==> src/rtl/bcd_timer_pkg.sv <==
// Shared types and constants for the mm:ss BCD timer.
// Digit-pair validity is checked here so loads and counters agree on the limits.
package bcd_timer_pkg;
  typedef enum logic [1:0] {ST_IDLE = 2'd0, ST_RUN = 2'd1, ST_PAUSE = 2'd2, ST_DONE = 2'd3} state_t;
  typedef logic [3:0] bcd_t;

  localparam bcd_t SEC_TENS_MAX = 4'd5;
  localparam bcd_t DIGIT_MAX    = 4'd9;

  function automatic logic pair_valid(input bcd_t tens, input bcd_t unit, input bcd_t tens_max);
    return (tens <= tens_max) && (unit <= DIGIT_MAX);
  endfunction
endpackage

==> src/rtl/bcd_pair_cnt.sv <==
// Two-digit BCD modulo counter (units 0..9, tens 0..TENS_MAX), up or down.
// borrow/carry flag that the next step in the current direction wraps the pair.
module bcd_pair_cnt
  import bcd_timer_pkg::*;
#(
  parameter int TENS_MAX = 5
) (
  input  logic       clk,
  input  logic       rst,
  input  logic       load,
  input  logic [3:0] ld_tens,
  input  logic [3:0] ld_unit,
  input  logic       step,
  input  logic       dir,
  output logic [3:0] tens,
  output logic [3:0] unit,
  output logic       borrow,
  output logic       carry
);
  localparam bcd_t TMAX = bcd_t'(TENS_MAX);

  logic [3:0] r_tens, r_unit;

  assign tens   = r_tens;
  assign unit   = r_unit;
  assign borrow = (r_tens == 4'd0) && (r_unit == 4'd0);
  assign carry  = (r_tens == TMAX) && (r_unit == DIGIT_MAX);

  always_ff @(posedge clk or posedge rst) begin
    if (rst) begin
      r_tens <= 4'd0;
      r_unit <= 4'd0;
    end else if (load) begin
      r_tens <= ld_tens;
      r_unit <= ld_unit;
    end else if (step) begin
      if (dir) begin
        if (r_unit == DIGIT_MAX) begin
          r_unit <= 4'd0;
          r_tens <= (r_tens == TMAX) ? 4'd0 : r_tens + 4'd1;
        end else begin
          r_unit <= r_unit + 4'd1;
        end
      end else begin
        if (r_unit == 4'd0) begin
          r_unit <= DIGIT_MAX;
          r_tens <= (r_tens == 4'd0) ? TMAX : r_tens - 4'd1;
        end else begin
          r_unit <= r_unit - 4'd1;
        end
      end
    end
  end
endmodule

==> src/rtl/bcd_timer_gen2.sv <==
// mm:ss BCD up/down timer with pause, validated loads and sticky DONE.
// Define BCD_TIMER_AUTO_RELOAD_EN for periodic countdowns reloaded from the last valid load.
module bcd_timer_gen2
  import bcd_timer_pkg::*;
#(
  parameter int TICKS_PER_SEC = 50000000,
  parameter int PRE_W         = 26,
  parameter int MIN_TENS_MAX  = 9
) (
  input  logic       clk,
  input  logic       reset,
  input  logic       set_sec,
  input  logic       set_min,
  input  logic [3:0] unit_in,
  input  logic [3:0] tens_in,
  input  logic       up_mode,
  input  logic       start,
  input  logic       pause,
  input  logic       ack,
  output logic [3:0] unit_sec,
  output logic [3:0] tens_sec,
  output logic [3:0] unit_min,
  output logic [3:0] tens_min,
  output logic       timesup,
  output logic       running,
  output logic       sec_tick,
  output logic       load_err
);
  localparam bcd_t             MIN_TMAX = bcd_t'(MIN_TENS_MAX);
  localparam logic [PRE_W-1:0] PRE_LAST = PRE_W'(TICKS_PER_SEC - 1);

  state_t           r_state;
  logic             r_up;
  logic [PRE_W-1:0] r_pre;
  logic             r_timesup, r_running, r_sec_tick, r_load_err;

  logic [3:0] w_sec_t, w_sec_u, w_min_t, w_min_u;
  logic [3:0] w_sec_ld_t, w_sec_ld_u, w_min_ld_t, w_min_ld_u;
  logic       w_sec_bor, w_sec_car, w_min_bor, w_min_car;
  logic       w_loadable, w_ld_sec, w_ld_min, w_sec_ok, w_min_ok;
  logic       w_ld_sec_ok, w_ld_min_ok, w_ld_bad;
  logic       w_tick, w_zero, w_max, w_last_dn, w_last_up, w_last, w_reload;

  assign w_loadable  = (r_state == ST_IDLE) || (r_state == ST_DONE);
  assign w_ld_sec    = w_loadable && set_sec;
  assign w_ld_min    = w_loadable && set_min && !set_sec;
  assign w_sec_ok    = pair_valid(tens_in, unit_in, SEC_TENS_MAX);
  assign w_min_ok    = pair_valid(tens_in, unit_in, MIN_TMAX);
  assign w_ld_sec_ok = w_ld_sec && w_sec_ok;
  assign w_ld_min_ok = w_ld_min && w_min_ok;
  assign w_ld_bad    = (w_ld_sec && !w_sec_ok) || (w_ld_min && !w_min_ok);

  assign w_tick    = (r_state == ST_RUN) && !pause && (r_pre == PRE_LAST);
  assign w_zero    = w_sec_bor && w_min_bor;
  assign w_max     = w_sec_car && w_min_car;
  // "Last" means the step about to be applied lands on the terminal value.
  assign w_last_dn = w_min_bor && (w_sec_t == 4'd0) && (w_sec_u == 4'd1);
  assign w_last_up = w_min_car && (w_sec_t == SEC_TENS_MAX) && (w_sec_u == 4'd8);
  assign w_last    = r_up ? w_last_up : w_last_dn;

`ifdef BCD_TIMER_AUTO_RELOAD_EN
  logic [3:0] r_rel_st, r_rel_su, r_rel_mt, r_rel_mu;

  always_ff @(posedge clk or posedge reset) begin
    if (reset) begin
      r_rel_st <= 4'd0;
      r_rel_su <= 4'd0;
      r_rel_mt <= 4'd0;
      r_rel_mu <= 4'd0;
    end else if (w_ld_sec_ok) begin
      r_rel_st <= tens_in;
      r_rel_su <= unit_in;
    end else if (w_ld_min_ok) begin
      r_rel_mt <= tens_in;
      r_rel_mu <= unit_in;
    end
  end

  assign w_reload   = w_tick && !r_up && w_last_dn &&
                      ({r_rel_mt, r_rel_mu, r_rel_st, r_rel_su} != 16'd0);
  assign w_sec_ld_t = w_reload ? r_rel_st : tens_in;
  assign w_sec_ld_u = w_reload ? r_rel_su : unit_in;
  assign w_min_ld_t = w_reload ? r_rel_mt : tens_in;
  assign w_min_ld_u = w_reload ? r_rel_mu : unit_in;
`else
  assign w_reload   = 1'b0;
  assign w_sec_ld_t = tens_in;
  assign w_sec_ld_u = unit_in;
  assign w_min_ld_t = tens_in;
  assign w_min_ld_u = unit_in;
`endif

  bcd_pair_cnt #(.TENS_MAX(5)) u_sec (
    .clk     (clk),
    .rst     (reset),
    .load    (w_ld_sec_ok || w_reload),
    .ld_tens (w_sec_ld_t),
    .ld_unit (w_sec_ld_u),
    .step    (w_tick && !w_reload),
    .dir     (r_up),
    .tens    (w_sec_t),
    .unit    (w_sec_u),
    .borrow  (w_sec_bor),
    .carry   (w_sec_car)
  );

  bcd_pair_cnt #(.TENS_MAX(MIN_TENS_MAX)) u_min (
    .clk     (clk),
    .rst     (reset),
    .load    (w_ld_min_ok || w_reload),
    .ld_tens (w_min_ld_t),
    .ld_unit (w_min_ld_u),
    .step    (w_tick && !w_reload && (r_up ? w_sec_car : w_sec_bor)),
    .dir     (r_up),
    .tens    (w_min_t),
    .unit    (w_min_u),
    .borrow  (w_min_bor),
    .carry   (w_min_car)
  );

  always_ff @(posedge clk or posedge reset) begin
    if (reset) begin
      r_state    <= ST_IDLE;
      r_up       <= 1'b0;
      r_pre      <= '0;
      r_timesup  <= 1'b0;
      r_running  <= 1'b0;
      r_sec_tick <= 1'b0;
      r_load_err <= 1'b0;
    end else begin
      r_sec_tick <= 1'b0;
      r_load_err <= w_ld_bad;
      case (r_state)
        ST_IDLE: if (start) begin
          r_up  <= up_mode;
          r_pre <= '0;
          if (up_mode ? w_max : w_zero) begin
            r_state   <= ST_DONE;
            r_timesup <= 1'b1;
          end else begin
            r_state   <= ST_RUN;
            r_running <= 1'b1;
          end
        end
        ST_RUN: begin
          r_timesup <= 1'b0;
          if (pause) begin
            r_state   <= ST_PAUSE;
            r_running <= 1'b0;
          end else if (r_pre == PRE_LAST) begin
            r_pre      <= '0;
            r_sec_tick <= 1'b1;
            if (w_reload) begin
              r_timesup <= 1'b1;
            end else if (w_last) begin
              r_state   <= ST_DONE;
              r_timesup <= 1'b1;
              r_running <= 1'b0;
            end
          end else begin
            r_pre <= r_pre + PRE_W'(1);
          end
        end
        ST_PAUSE: if (start) begin
          r_state   <= ST_RUN;
          r_running <= 1'b1;
        end
        ST_DONE: if (ack || w_ld_sec_ok || w_ld_min_ok) begin
          r_state   <= ST_IDLE;
          r_timesup <= 1'b0;
        end
        default: r_state <= ST_IDLE;
      endcase
    end
  end

  assign unit_sec = w_sec_u;
  assign tens_sec = w_sec_t;
  assign unit_min = w_min_u;
  assign tens_min = w_min_t;
  assign timesup  = r_timesup;
  assign running  = r_running;
  assign sec_tick = r_sec_tick;
  assign load_err = r_load_err;
endmodule

==> config.mk <==
export PLATFORM = sky130hd
export DESIGN_NAME = bcd_timer_gen2
export DESIGN_NICKNAME = d
export VERILOG_FILES = /design/src/rtl/bcd_timer_pkg.sv /design/src/rtl/bcd_pair_cnt.sv /design/src/rtl/bcd_timer_gen2.sv
export SDC_FILE = /design/constraint.sdc
export NUM_CORES = 1
export LEC_CHECK = 0
export ABC_CLOCK_PERIOD_IN_PS = 3500
export CORE_MARGIN = 5
export CORE_UTILIZATION = 49
export DETAILED_ROUTE_END_ITERATION = 7
export GPL_TIMING_DRIVEN = 1
export PLACE_DENSITY = 0.7
export SLEW_MARGIN = 20
export SYNTH_ARGS = -nofsm -noshare
export SYNTH_HDL_FRONTEND = slang
export SYNTH_HIERARCHICAL = 1
export SYNTH_SLANG_ARGS = --single-unit
==> constraint.sdc <==
create_clock -name clk -period 3.5 [get_ports clk]
set_clock_uncertainty 0.05 [all_clocks]
set_input_delay 0.7 -clock clk [delete_from_list [all_inputs] [get_ports clk]]
set_output_delay 0.7 -clock clk [all_outputs]
set_load 0.1 [all_outputs]
==> results.md, run 1 <==
- Number of synthesized flops with an enable pin: 0
- Post-synth net total: 472
- CTS Buf Count: 5
- Slowest-stage cell, CP: dfrtp_1
- Slew headroom: 0.3507
- Combinational family with the most area after synthesis: simple AND/OR/NAND/NOR gates
- Clock share of power: 0.115
- Max-Cap Viols: 0
- CTS tree: built
- LEAKAGE: 0.001667 µW
- Minimum clock period: 2.988 ns
- Hpwl dp: 6962 µm
- Switch share: 0.5565
- Post-CTS Setup Inserts: 0
- Sequential area share after synthesis: 0.3243
- Maximum fanout along the worst path: 10
- Largest stage delay on the critical path: 0.46 ns
- Final WS setup: 0.5119 ns
- CP cell instances: inv_1 > ha_1 > nor2b_1 > nor4b_1 > nand2_1 > inv_1 > o211ai_2 > or3_1 > a21oi_1
- Endpoints failing setup: 0
- Root buf cell: clkbuf_8
- Buffers added on ports: 35
- First-pass GRT wire length: 15940 µm
- Initial antenna violation count: 0
- Fill cell count: 706
- Mapped Area: 0.003781 mm²
- # nets final: 495
- RSZ-0062 raised after global routing: false
- Kind of end point of the critical path: register
- Clk_lat worst skew: 0.30 ns
- Vias in the first global route: 3192
- # resized after CTS: 0
- Worst vdd ir: 0.4097 mV
- Die height: 97.85 µm
- Core Footprint: 0.007607 mm²
- CP Class: register to register
- Combinational share of power: 0.605
- Fin. max-slew vios: 0
- Clk sink count: 49
- FF+latch count, synth: 49
- Synth Area in Compound Gates: 0.2035
- Total GRT Usage: 0.1999
- Finished Layout Cells: 574
- WP buf/inv: 2
- Internal Power: 1673 µW
- Startpoint Class: register
- Dpl cells: 566
- Hold Crit Class: register to register
- Place WS: 0.4315 ns
- Outcome: finished, final reports clean
- Largest net degree at the start of global routing: 27
- Drt wl/cell: 16.64 µm
- Layout cells sized above 1: 0.1271
- Via count: 3492
- Detailed Route Iter0 Violations: 159
- Clock Tree Buf Depth: 2
- Sequential power share: 0.280
- Gpl congestion: 0.8640
- FP Rows: 32
- Crit path required time: 3.68 ns
- Routed wire length: 9549 µm
- Top post-synthesis cells by area: dfrtp_1 (32%), nand2_1 (5.5%), o21ai_0 (3.3%)
- YS warnings: 6
- Top cell by count, worst path: inv_1
- Die Width: 97.85 µm
- Vias per cell: 6.084
- Max Freq: 334.7 MHz
- H-tree depth: 2
- Pre-Repair DR Iteration Count: 5
- Ports: 36
- Final setup TNS: 0 ns
- Die ar.: 0.009574 mm²
- P_sw: 2100 µW
- Hold buffers post-CTS: 0
- Cell Pwr Density: 897.8 mW/mm²
- Crit-path leading delay family: simple AND/OR/NAND/NOR gates
- Syn avg cell area: 8.440 µm²
- Post-Synth Simple-Gate Area: 0.2978
- Top_reg_cell synth: dfrtp_1
- Fraction of the mapped netlist area in adder cells: 0.02647
- Post-synth top area share: 0.3243
- Starting Density: 0.4970
- Distinct cell type count after synthesis: 71
- Post-synthesis async set-or-reset flop share: 1.000
- Critical Path AT: 3.16 ns
- Final Hold Viols: 0
- CTS clk-pin slew, worst paths: 0.10 ns
- Xor and xnor area share after synthesis: 0.03011
- Dominant cell type by area after synthesis: dfrtp_1
- Layout area overhead: 11.15%
- Multiplexer share of the synthesized area: 0.04203
- Final Power: 3773 µW
- Ant. Diodes: 0
- Least-Margin Pin Slew: 0.9710 ns
- Antenna Nets Post-Route: 0
- Post-Synthesis Cells: 448
- Total grt overflow: 0
- Fin crit share: 0.8537
- # DRC: 0
## worst paths after layout
path / cells past startpoint / startpoint / to / slack (ns)
min in group asynchronous: 2 / reset / u_sec/unit[3] / 0.73
setup / recovery: 9 / r_state[1] / u_sec/tens[1] / 0.51
setup reg to reg: 9 / r_state[1] / u_sec/tens[1] / 0.51
hold reg to reg: 1 / r_pre[23] / r_pre[23] / 0.45
hold / removal: 1 / r_pre[23] / r_pre[23] / 0.45
max in group asynchronous: 3 / reset / r_state[0] / 1.98
## registers in the layout (all words and copies together) (netlist names)
register / flops
timesup: 1
running: 1
u_sec/unit: 4
r_up: 1
sec_tick: 1
r_state: 2
u_sec/tens: 4
u_min/unit: 4
load_err: 1
u_min/tens: 4
r_pre: 26
## synth_stat cells (all sizes together), types with 4 or more instances
cell type / instances
nor2b: 7
and4: 4
mux2: 4
buf: 23
o31ai: 6
a21boi: 5
nor3: 12
inv: 20
or4: 7
dfrtp: 49
o211ai: 6
nor2: 30
a31oi: 11
or3: 11
xnor2: 10
nor4: 8
nand3: 20
nand2: 55
clkbuf: 6
nand4: 13
ha: 8
nand3b: 4
and3: 7
o311ai: 7
a21oi: 22
nand2b: 6
o21ai: 27
a22o: 5
nand4b: 5
mux2i: 11
## metal layers
| layer | global-route usage | wire [µm] |
|---|---|---|
| met1 | 0.2669 | 4213 |
| met2 | 0.3340 | 4679 |
| met3 | 0.03286 | 463 |
| met4 | 0.05857 | 192 |
| met5 | 0 | 0 |
## worst register-to-register path: stages (launching register included)
cell,delay [ns]
dfrtp_1,0.46
inv_1,0.17
ha_1,0.39
nor2b_1,0.36
nor4b_1,0.29
nand2_1,0.17
inv_1,0.27
o211ai_2,0.22
or3_1,0.40
a21oi_1,0.14
## layout make-up
class,count,area (µm²),area share
multi-input cells,350,2268,0.5397
inverters,20,75.07,0.01786
repair buffers,45,385.4,0.09169
clock buffers,6,82.58,0.01965
clock inverters,2,37.54,0.008931
flip-flops and latches,49,1226,0.2918
well taps,102,127.6,0.03037
## power by group through the flow
stage,clock network (µW),registers (µW),logic (µW)
after floorplan,0,1630,1280
after global placement,0,1050,2240
after detailed placement,0,1060,2270
after CTS,446,1050,2280
after global routing,472,1110,2450
final,432,1060,2280
## layout by cell type (no fill, tap or decap), types with 6 or more instances in the layout
cell type / netlist / layout
mux2i_1: 11 / 11
a21oi_1: 20 / 20
clkbuf_8: 0 / 6
nor2_1: 30 / 30
xnor2_1: 10 / 10
nand2_1: 55 / 55
a31oi_1: 11 / 11
nand4_1: 13 / 13
nor4_1: 6 / 6
clkdlybuf4s50_1: 0 / 19
buf_4: 2 / 26
or3_1: 10 / 10
dfrtp_1: 49 / 49
inv_1: 20 / 20
o311ai_0: 7 / 7
and3_1: 7 / 7
o21ai_0: 25 / 25
nor2b_1: 7 / 7
nor3_1: 10 / 10
nand2b_1: 6 / 6
nand3_1: 20 / 20
ha_1: 8 / 8
## cells by family (layout without fill, tap and decap cells)
| kind of cell | Yosys count | in the layout |
|---|---|---|
| buf+inv | 49 | 73 |
| fa+ha+maj | 8 | 8 |
| mux | 15 | 15 |
| simple gates | 203 | 203 |
| compound gates | 111 | 111 |
| flops | 49 | 49 |
| xor+xnor | 13 | 13 |
## stage by stage
stage / hold slack (ns) / util / area, µm²
2_1_floorplan: 0.4010 / - / 3781
3_3_place_gp: 0.4334 / 0.5367 / 4083
3_5_place_dp: 0.4400 / 0.5367 / 4083
4_1_cts: 0.4543 / 0.5525 / 4203
5_1_grt: 0.4740 / 0.5525 / 4203
6_report: 0.4514 / 0.5525 / 4203
(Power assumes the default switching activity.)
==> run 2, diff against run 1 <==
--- a/config.mk
+++ b/config.mk
@@ -9,8 +9,9 @@
 export CORE_MARGIN = 5
 export CORE_UTILIZATION = 49
 export DETAILED_ROUTE_END_ITERATION = 7
+export DONT_BUFFER_PORTS = 1
 export GPL_TIMING_DRIVEN = 1
-export PLACE_DENSITY = 0.7
+export SKIP_CTS_REPAIR_TIMING = 1
 export SLEW_MARGIN = 20
 export SYNTH_ARGS = -nofsm -noshare
 export SYNTH_HDL_FRONTEND = slang
==> run 2 against run 1 <==
Net effect:
- via count shrank 4.5%
- clock-buffer cell count is 1 higher
- non-clock buffer count fell by 23
- register-to-register slack better by 0.07 ns
- critical path depth unchanged
- largest power group unchanged
- highest routed layer unchanged
==> results.md, run 2 (same netlist as run 1, synthesis figures left out) <==
- Buffers added on ports: 0
- Ports: 36
- Hold Crit Class: primary input to asynchronous set/reset pin
- Final setup TNS: 0 ns
- Kind of end point of the critical path: register
- Worst R2R Path Depth: 9
- Final WS setup: 0.5780 ns
- Clk_lat worst skew: 0.30 ns
- Minimum clock period: 2.922 ns
- Least-Margin Pin Slew: 0.9178 ns
- LEAKAGE: 0.001574 µW
- Largest register by flop count: r_pre
- CTS clk-pin slew, worst paths: 0.09 ns
- Max Freq: 342.2 MHz
- Layout cells sized above 1: 0.1225
- FP Rows: 32
- Die ar.: 0.009574 mm²
- Place WS: 0.5921 ns
- Fin. max-slew vios: 0
- Final Hold Viols: 0
- CP cell instances: inv_1 > ha_1 > nor2b_1 > nor4b_1 > nand2_1 > nor2_1 > or2_2 > o221ai_2 > mux2_4
- Fill cell count: 736
- Critical path depth: 9
- Critical Path AT: 3.06 ns
- First-pass GRT wire length: 15710 µm
- Most frequent cells in the layout: nand2_1 (55), dfrtp_1 (49), nor2_1 (30)
- Fin crit share: 0.8349
- Endpoints failing setup: 0
- Vias per cell: 6.053
- Worst vdd ir: 0.3090 mV
- Largest net degree at the start of global routing: 34
- Largest register FFs: 26
- Outcome: finished, final reports clean
- Starting Density: 0.4970
- Detailed Route Iter0 Violations: 127
- Ant. Diodes: 0
- Layout area overhead: 5.228%
- CTS Buf Count: 5
- CP Class: register to register
- Routed wire length: 9262 µm
- Slowest-stage cell, CP: dfrtp_1
- Largest stage delay on the critical path: 0.43 ns
- Reg2Reg Setup Slack: 0.58 ns
- Slew headroom: 0.3885
- Die Width: 97.85 µm
- Vias in the first global route: 3184
- Reg-to-reg startpoint: r_state[1]
- Crit-path leading delay family: simple AND/OR/NAND/NOR gates
- Clk sink count: 49
- RSZ-0062 raised after global routing: false
- Worst setup path end: u_min/tens[1]
- H-tree depth: 2
- # nets final: 472
- Pre-Repair DR Iteration Count: 5
- Antenna Nets Post-Route: 0
- # DRC: 0
- Critical path startpoint: r_state[1]
- Drt wl/cell: 16.81 µm
- Total GRT Usage: 0.1962
- Maximum fanout along the worst path: 10
- Die height: 97.85 µm
- Gpl congestion: 0.8047
- Startpoint Class: register
- End of the worst register-to-register path: u_min/tens[1]
- Core Footprint: 0.007607 mm²
- WP buf/inv: 1
- Initial antenna violation count: 0
- Clock Tree Buf Depth: 2
- Crit path required time: 3.64 ns
- Via count: 3335
- Root buf cell: clkbuf_8
- Total grt overflow: 0
- Hpwl dp: 6778 µm
- Max-Cap Viols: 0
- Commonest non-fill, non-tap cell in the layout: nand2_1
- Cell Pwr Density: 923.9 mW/mm²
- CTS tree: built
-- run 2: worst min path at each step --
stage              start             to  slack (ns)  cells after the start
2_1_floorplan  r_pre[25]      r_pre[25]        0.40                      1
3_3_place_gp   r_pre[25]      r_pre[25]        0.43                      1
3_5_place_dp   r_pre[23]      r_pre[23]        0.43                      1
4_1_cts            reset  u_min/unit[0]        0.17                      1
5_1_grt            reset  u_min/unit[2]        0.18                      1
6_report           reset  u_min/unit[0]        0.17                      1
-- run 2: cell type report --
type | count | area [µm²] | share of cell area
multi-input cells | 350 | 2268 | 0.5701
clock buffers | 7 | 86.33 | 0.02170
flip-flops and latches | 49 | 1226 | 0.3082
clock inverters | 1 | 30.03 | 0.007547
repair buffers | 22 | 165.2 | 0.04151
inverters | 20 | 75.07 | 0.01887
well taps | 102 | 127.6 | 0.03208
-- run 2: worst register-to-register path, delay by kind of cell, from the launching register on --
kind / cells / cell delay [ns]
and+or+nand+nor: 5 / 1.34
DFF: 1 / 0.43
adders and majority gates: 1 / 0.37
muxes: 1 / 0.32
buffers and inverters: 1 / 0.16
AOI/OAI and AO/OA: 1 / 0.14
-- run 2: routing by layer --
| metal | vias up | GRT usage | wire length (µm) |
|---|---|---|---|
| li1 | 1656 | - | - |
| met5 | - | 0 | 0 |
| met3 | 21 | 0.03143 | 452 |
| met4 | 0 | 0.06496 | 221 |
| met2 | 71 | 0.3330 | 4480 |
| met1 | 1587 | 0.2551 | 4108 |
-- run 2: power by group --
group          switching [µW]  leakage, µW  internal (µW)
combinational            1500     0.000873            668
clock                     192    0.0000585            233
sequential                361     0.000642            717
-- run 2: metrics by stage --
step / util / area, µm² / hold slack (ns) / cells / power, µW
CTS: 0.5230 / 3979 / 0.1658 / 551 / 3694
global placement: 0.5077 / 3862 / 0.4257 / 543 / 3226
global route: 0.5230 / 3979 / 0.1788 / 551 / 3904
finish: 0.5230 / 3979 / 0.1735 / 551 / 3676
floorplan: - / 3781 / 0.4010 / 448 / 2911
detailed placement: 0.5077 / 3862 / 0.4289 / 543 / 3258
